<file path="config.mk">
export PLATFORM = sky130hd
export DESIGN_NAME = debug_trace_fifo
export DESIGN_NICKNAME = d
export VERILOG_FILES = /design/src/rtl/debug_trace_fifo.sv
export SDC_FILE = /design/constraint.sdc
export NUM_CORES = 1
export LEC_CHECK = 0
export ABC_AREA = 0
export CAP_MARGIN = 10
export CORE_MARGIN = 10
export CORE_UTILIZATION = 40
export CTS_CLUSTER_DIAMETER = 50
export DETAILED_ROUTE_END_ITERATION = 7
export GPL_ROUTABILITY_DRIVEN = 0
export PLACE_DENSITY = 0.65
export SYNTH_ARGS = -nofsm -noshare
export SYNTH_HDL_FRONTEND = slang
export SYNTH_SLANG_ARGS = --single-unit
</file>
<file path="constraint.sdc">
create_clock -name i_clock -period 10.02 [get_ports i_clock]
set_clock_uncertainty 0.1 [all_clocks]
set_input_delay 1.503 -clock i_clock [delete_from_list [all_inputs] [get_ports i_clock]]
set_output_delay 1.503 -clock i_clock [all_outputs]
set_load 0.05 [all_outputs]
</file>
<file path="src/rtl/debug_trace_fifo.sv">
// -----------------------------------------------------------------------------
// debug_trace_fifo
//
// Retirement-trace buffer. Captures one {tick, instruction} record per retired,
// non-bubble instruction into a circular FIFO and serves the records to a debug
// host through a show-ahead valid/ready read port.
//
// Ports:
//   i_clock       clock, rising edge
//   i_reset       asynchronous active-low reset
//   i_enable      capture enable from the debug host
//   i_stopOnFull  1: freeze capture on overflow, 0: drop and count overflow
//   i_clear       synchronous clear of FIFO, dropped counter and freeze state
//   i_dbgRetire   retirement strobe
//   i_dbgTick     tick number of the retiring instruction
//   i_dbgInst     retiring instruction word (0 = bubble)
//   o_rdValid     head record available
//   i_rdReady     host accepts the head record
//   o_rdTick      head record tick (0 when empty)
//   o_rdInst      head record instruction (0 when empty)
//   o_count       number of stored records
//   o_empty       count == 0
//   o_full        count == DEPTH
//   o_dropped     saturating count of records lost while full
//   o_state       0 IDLE, 1 CAPTURE, 2 FROZEN
// -----------------------------------------------------------------------------
module debug_trace_fifo #(
    parameter int unsigned DEPTH      = 16,
    parameter int unsigned DROP_WIDTH = 8
) (
    input  logic                    i_clock,
    input  logic                    i_reset,
    input  logic                    i_enable,
    input  logic                    i_stopOnFull,
    input  logic                    i_clear,
    input  logic                    i_dbgRetire,
    input  logic [31:0]             i_dbgTick,
    input  logic [31:0]             i_dbgInst,
    output logic                    o_rdValid,
    input  logic                    i_rdReady,
    output logic [31:0]             o_rdTick,
    output logic [31:0]             o_rdInst,
    output logic [$clog2(DEPTH):0]  o_count,
    output logic                    o_empty,
    output logic                    o_full,
    output logic [DROP_WIDTH-1:0]   o_dropped,
    output logic [1:0]              o_state
);

    localparam int unsigned PtrW = $clog2(DEPTH);
    localparam int unsigned CntW = PtrW + 1;
    localparam logic [CntW-1:0] FullCount = CntW'(DEPTH);

    typedef enum logic [1:0] {
        StIdle    = 2'd0,
        StCapture = 2'd1,
        StFrozen  = 2'd2
    } state_e;

    state_e                r_state;
    state_e                w_state_next;
    logic [PtrW-1:0]       r_wr_ptr;
    logic [PtrW-1:0]       r_rd_ptr;
    logic [CntW-1:0]       r_count;
    logic [DROP_WIDTH-1:0] r_dropped;
    logic [31:0]           r_mem_tick [DEPTH];
    logic [31:0]           r_mem_inst [DEPTH];

    logic w_empty;
    logic w_full;
    logic w_candidate;
    logic w_capture;
    logic w_pop;
    logic w_push;
    logic w_overflow;
    logic w_drop;
    logic w_freeze;

    always_comb begin
        w_empty     = (r_count == '0);
        w_full      = (r_count == FullCount);
        w_candidate = i_dbgRetire && (i_dbgInst != 32'd0);
        w_capture   = (r_state == StCapture) && w_candidate;
        w_pop       = !w_empty && i_rdReady;
        // A pop in the same cycle frees the slot the candidate needs.
        w_push      = w_capture && (!w_full || w_pop);
        w_overflow  = w_capture && w_full && !w_pop;
        w_drop      = w_overflow && !i_stopOnFull;
        // The freezing candidate is neither stored nor counted as dropped.
        w_freeze    = w_overflow && i_stopOnFull;
    end

    // Next-state logic; clear overrides everything, including FROZEN.
    always_comb begin
        w_state_next = r_state;
        if (i_clear) begin
            w_state_next = i_enable ? StCapture : StIdle;
        end else begin
            unique case (r_state)
                StIdle: begin
                    if (i_enable) begin
                        w_state_next = StCapture;
                    end
                end
                StCapture: begin
                    if (w_freeze) begin
                        w_state_next = StFrozen;
                    end else if (!i_enable) begin
                        w_state_next = StIdle;
                    end
                end
                StFrozen: begin
                    w_state_next = StFrozen;
                end
                default: begin
                    w_state_next = StIdle;
                end
            endcase
        end
    end

    always_ff @(posedge i_clock or negedge i_reset) begin
        if (!i_reset) begin
            r_state   <= StIdle;
            r_wr_ptr  <= '0;
            r_rd_ptr  <= '0;
            r_count   <= '0;
            r_dropped <= '0;
        end else begin
            r_state <= w_state_next;
            if (i_clear) begin
                r_wr_ptr  <= '0;
                r_rd_ptr  <= '0;
                r_count   <= '0;
                r_dropped <= '0;
            end else begin
                if (w_push) begin
                    r_wr_ptr <= r_wr_ptr + PtrW'(1);
                end
                if (w_pop) begin
                    r_rd_ptr <= r_rd_ptr + PtrW'(1);
                end
                if (w_push && !w_pop) begin
                    r_count <= r_count + CntW'(1);
                end else if (w_pop && !w_push) begin
                    r_count <= r_count - CntW'(1);
                end
                if (w_drop && (r_dropped != '1)) begin
                    r_dropped <= r_dropped + DROP_WIDTH'(1);
                end
            end
        end
    end

    // Storage has no reset; entries are only visible once counted.
    always_ff @(posedge i_clock) begin
        if (w_push && !i_clear) begin
            r_mem_tick[r_wr_ptr] <= i_dbgTick;
            r_mem_inst[r_wr_ptr] <= i_dbgInst;
        end
    end

    always_comb begin
        o_rdValid = !w_empty;
        // Gate with empty so the read port shows zeros after reset.
        o_rdTick  = w_empty ? 32'd0 : r_mem_tick[r_rd_ptr];
        o_rdInst  = w_empty ? 32'd0 : r_mem_inst[r_rd_ptr];
        o_count   = r_count;
        o_empty   = w_empty;
        o_full    = w_full;
        o_dropped = r_dropped;
        o_state   = r_state;
    end

endmodule
</file>
==> results.md <==
- CTS tree: yes
- CP required: 8.42 ns
- Pwr Density: 255 nW/µm²
- RSZ-0062 raised after global routing: false
- DRT iter0 DRCs: around 1900
- Final routed DRC violation total: 0
- Post-synth EDFFs: slightly above 1000
- Pins Over Slew Limit: 0
- CP Capture Type: output pin
- Maximum clock path buffer count: 3
- RR Startpoint: o_state[1]$_DFFE_PN0P_
- Sequential-to-total area share from yosys stat: between 70% and 80%
- Seq. cell area: 31300 µm²
- Antenna violations before repair: 12
- CTS Buf Count: about 110
- Wire per inst: around 28 µm
- Clk slew on worst S/H paths: around 0.060 ns
- Distinct cell type count after synthesis: 44
- Min Tclk post-route: 6.16 ns
- CP Data Arrival Time: around 4.6 ns
- Synth warnings: 0
- Area fraction of the dominant cell type after synthesis: about three quarters
- Initial core utilization: 40.3%
- Area grow syn2layout: 16.7%
- Syn_area_per_cell: around 24 µm²
- Synthesized flop and latch total: 1047
- Power, Total: roughly 12 mW
- Syn nets: between 1500 and 2000
- Root Driver: clkbuf_16
- Area leader, netlist: edfxtp_1
- Top FF cell, synth: edfxtp_1
- Final std cell area, no fill: 47100 µm²
- Core ar.: between 100000 and 150000 µm²
- Drt pass-1 iters: 5
- Final period util: between 60% and 70%
- H-tree level count: 3
- Vias in the first global route: about 19000
- Final hold viol count: 0
- Mapped Cells: 1659
- Largest net degree at the start of global routing: ~160
- Congestion Overflow GR: 0
- IO buf count: ~150
- Via density: around 5.6
- CTS Hold Bufs: 0
- Nets: between 1500 and 2000
- CP startpoint kind: flip-flop
- Layout cells sized above 1: between 20% and 30%
- Asr flop ratio synth: between 2 and 2.5%
- Die Ht: between 300 and 400 µm
- Hold Crit Class: flip-flop to flip-flop
- Clock sink total: about 1000
- Setup Fix Bufs, Post-CTS: 0
- Worst-skew pair later-pin latency: about 0.66 ns
- Fill cell count: ~8000
- Post-CTS Resized: 0
- Worst Tran Pin Value: between 1 and 1.5 ns
- Die area: 114000 µm²
- Leak pwr: around 14 nW
- Crit-path max FO: 41
- Final wirelength: approximately 91000 µm
- Fmax: ~160 MHz
- # rows: around 120
- Detailed placer's ending HPWL: between 40000 and 50000 µm
- GRT Overall Usage: 15.8%
- Die X: roughly 340 µm
- Dominant cells by area after synthesis: edfxtp_1, mux4_2, dfrtp_1
- Setup TNS: 0 ns
- Hold Startpoint: o_state[1]$_DFFE_PN0P_
- CP Class: flip-flop to output pin
- Max-slew headroom: 21.3%
- Placed Area: 43400 µm²
- First-pass GRT wire length: between 100000 and 150000 µm
- Via Count: roughly 18000
- Worst-case vdd ir drop: 0.000179 V
- Crit path launch: r_rd_ptr[0]$_DFFE_PN0P_
- Synth Cell Area: ~40000 µm²
- Final setup viols: 0
- Outcome: complete, no violations
- Max cap viols: 0
- Final ANT Viol Nets: 0
- Area used by multi-input combinational logic: about 8700 µm²
- IO Pins: roughly 150
[metrics by stage]
stage / util (%) / hold WS (ns) / cells / setup WS [ns]
after floorplan: - / 0.461 / 1659 / 4.51
after global placement: 43.4 / 0.454 / 3055 / 4.09
after detailed placement: 43.4 / 0.479 / 3055 / 4.10
after CTS: 47.0 / 0.500 / 3253 / 3.74
after global routing: 47.0 / 0.544 / 3255 / 3.61
final: 47.0 / 0.502 / 3255 / 3.86
[critical path: stages (launching register included)]
cell	delay, ns
dfrtp_4	0.89
buf_4	0.81
mux4_2	0.61
mux4_2	0.59
and2_1	0.21
clkdlybuf4s50_1	0.70
[cell usage in the layout, fill, tap and decap left out, drive strengths merged, types with 4 or more instances in the layout]
cell,synthesis,routed
o21ai,11,11
clkinvlp,0,4
inv,6,12
nor2,14,14
and2,64,64
clkinv,0,46
a21oi,12,12
clkdlybuf4s50,0,152
bufinv,0,12
nand2,4,4
mux4,320,320
buf,39,31
mux2i,4,4
nand3,8,8
edfxtp,1024,1024
and3,14,14
dfrtp,23,23
or3,8,8
nor2b,7,7
mux2,4,4
xor2,4,4
clkbuf,45,130
nor4,8,8
ha,10,10
[kinds of logic (layout without fill, tap and decap cells)]
kind of cell,after synthesis,count (layout),synth area share [%]
mux,328,328,18.1
simple gates,142,142,2.13
flops,1047,1047,77.7
other cells,0,1,0
fa+ha+maj,11,11,0.360
buf+inv,90,387,1.03
xor+xnor,7,7,0.152
compound gates,34,34,0.543
[worst paths after layout]
| path | endpoint | slack (ns) | cells after the start |
|---|---|---|---|
| max | o_rdInst[31] | 3.86 | 5 |
| min | o_state[1]$_DFFE_PN0P_ | 0.50 | 2 |
| max reg2reg | r_mem_inst[8][8]$_DFFE_PP_ | 6.28 | 5 |
| min reg2reg | o_state[1]$_DFFE_PN0P_ | 0.50 | 2 |
| max in group asynchronous | r_rd_ptr[3]$_DFFE_PN0P_ | 8.36 | 2 |
| min in group asynchronous | o_dropped[3]$_DFFE_PN0P_ | 1.02 | 1 |
[layer usage]
layer	vias to the layer above	wire length, µm	track usage (%)	part of all wire (%)
met4	14	1960	4.60	2.2
met1	9889	37400	21.4	41
li1	7569	-	-	-
met2	613	44800	25.6	49
met3	146	6340	3.61	7.0
met5	-	94	0	0.10
[flip-flops by register name, indices dropped and copies added, names as in the netlist]
name	cells
o_state	2
r_wr_ptr	4
r_rd_ptr	4
o_count	5
o_dropped	8
r_mem_tick	512
r_mem_inst	512
[synth_stat cells (2+ instances only)]
| master | n |
|---|---|
| edfxtp_1 | 1024 |
| mux4_2 | 320 |
| and2_1 | 64 |
| clkbuf_1 | 45 |
| dfrtp_1 | 23 |
| buf_2 | 19 |
| and3_1 | 14 |
| nor2_1 | 14 |
| a21oi_1 | 12 |
| buf_4 | 10 |
| ha_1 | 10 |
| o21ai_0 | 10 |
| buf_1 | 8 |
| nand3_1 | 8 |
| nor4_1 | 8 |
| or3_1 | 8 |
| nor2b_1 | 7 |
| inv_1 | 6 |
| mux2_2 | 4 |
| nand2_1 | 4 |
| xor2_1 | 4 |
| mux2i_1 | 3 |
| nand2b_1 | 3 |
| nand4_1 | 3 |
| o21a_1 | 3 |
| xnor2_1 | 3 |
| and3b_1 | 2 |
| and4_1 | 2 |
| buf_6 | 2 |
| nor3b_1 | 2 |
[area by class of cell]
type / count / area share (%)
sequential: 1047 / 66.6
multi-input combinational: 522 / 18.5
clock buffer: 130 / 6.16
timing repair buffer: 183 / 3.82
tap: 1298 / 3.45
clock inverter: 68 / 1.48
inverter: 6 / 0.0478
antenna: 1 / 0.00532
[where the power goes]
group,internal [mW],switching (mW)
registers,4.84,0.0748
clock network,2.37,1.64
logic,1.33,1.73
total,8.54,3.44
No activity file was read; power rests on OpenSTA's default activity.
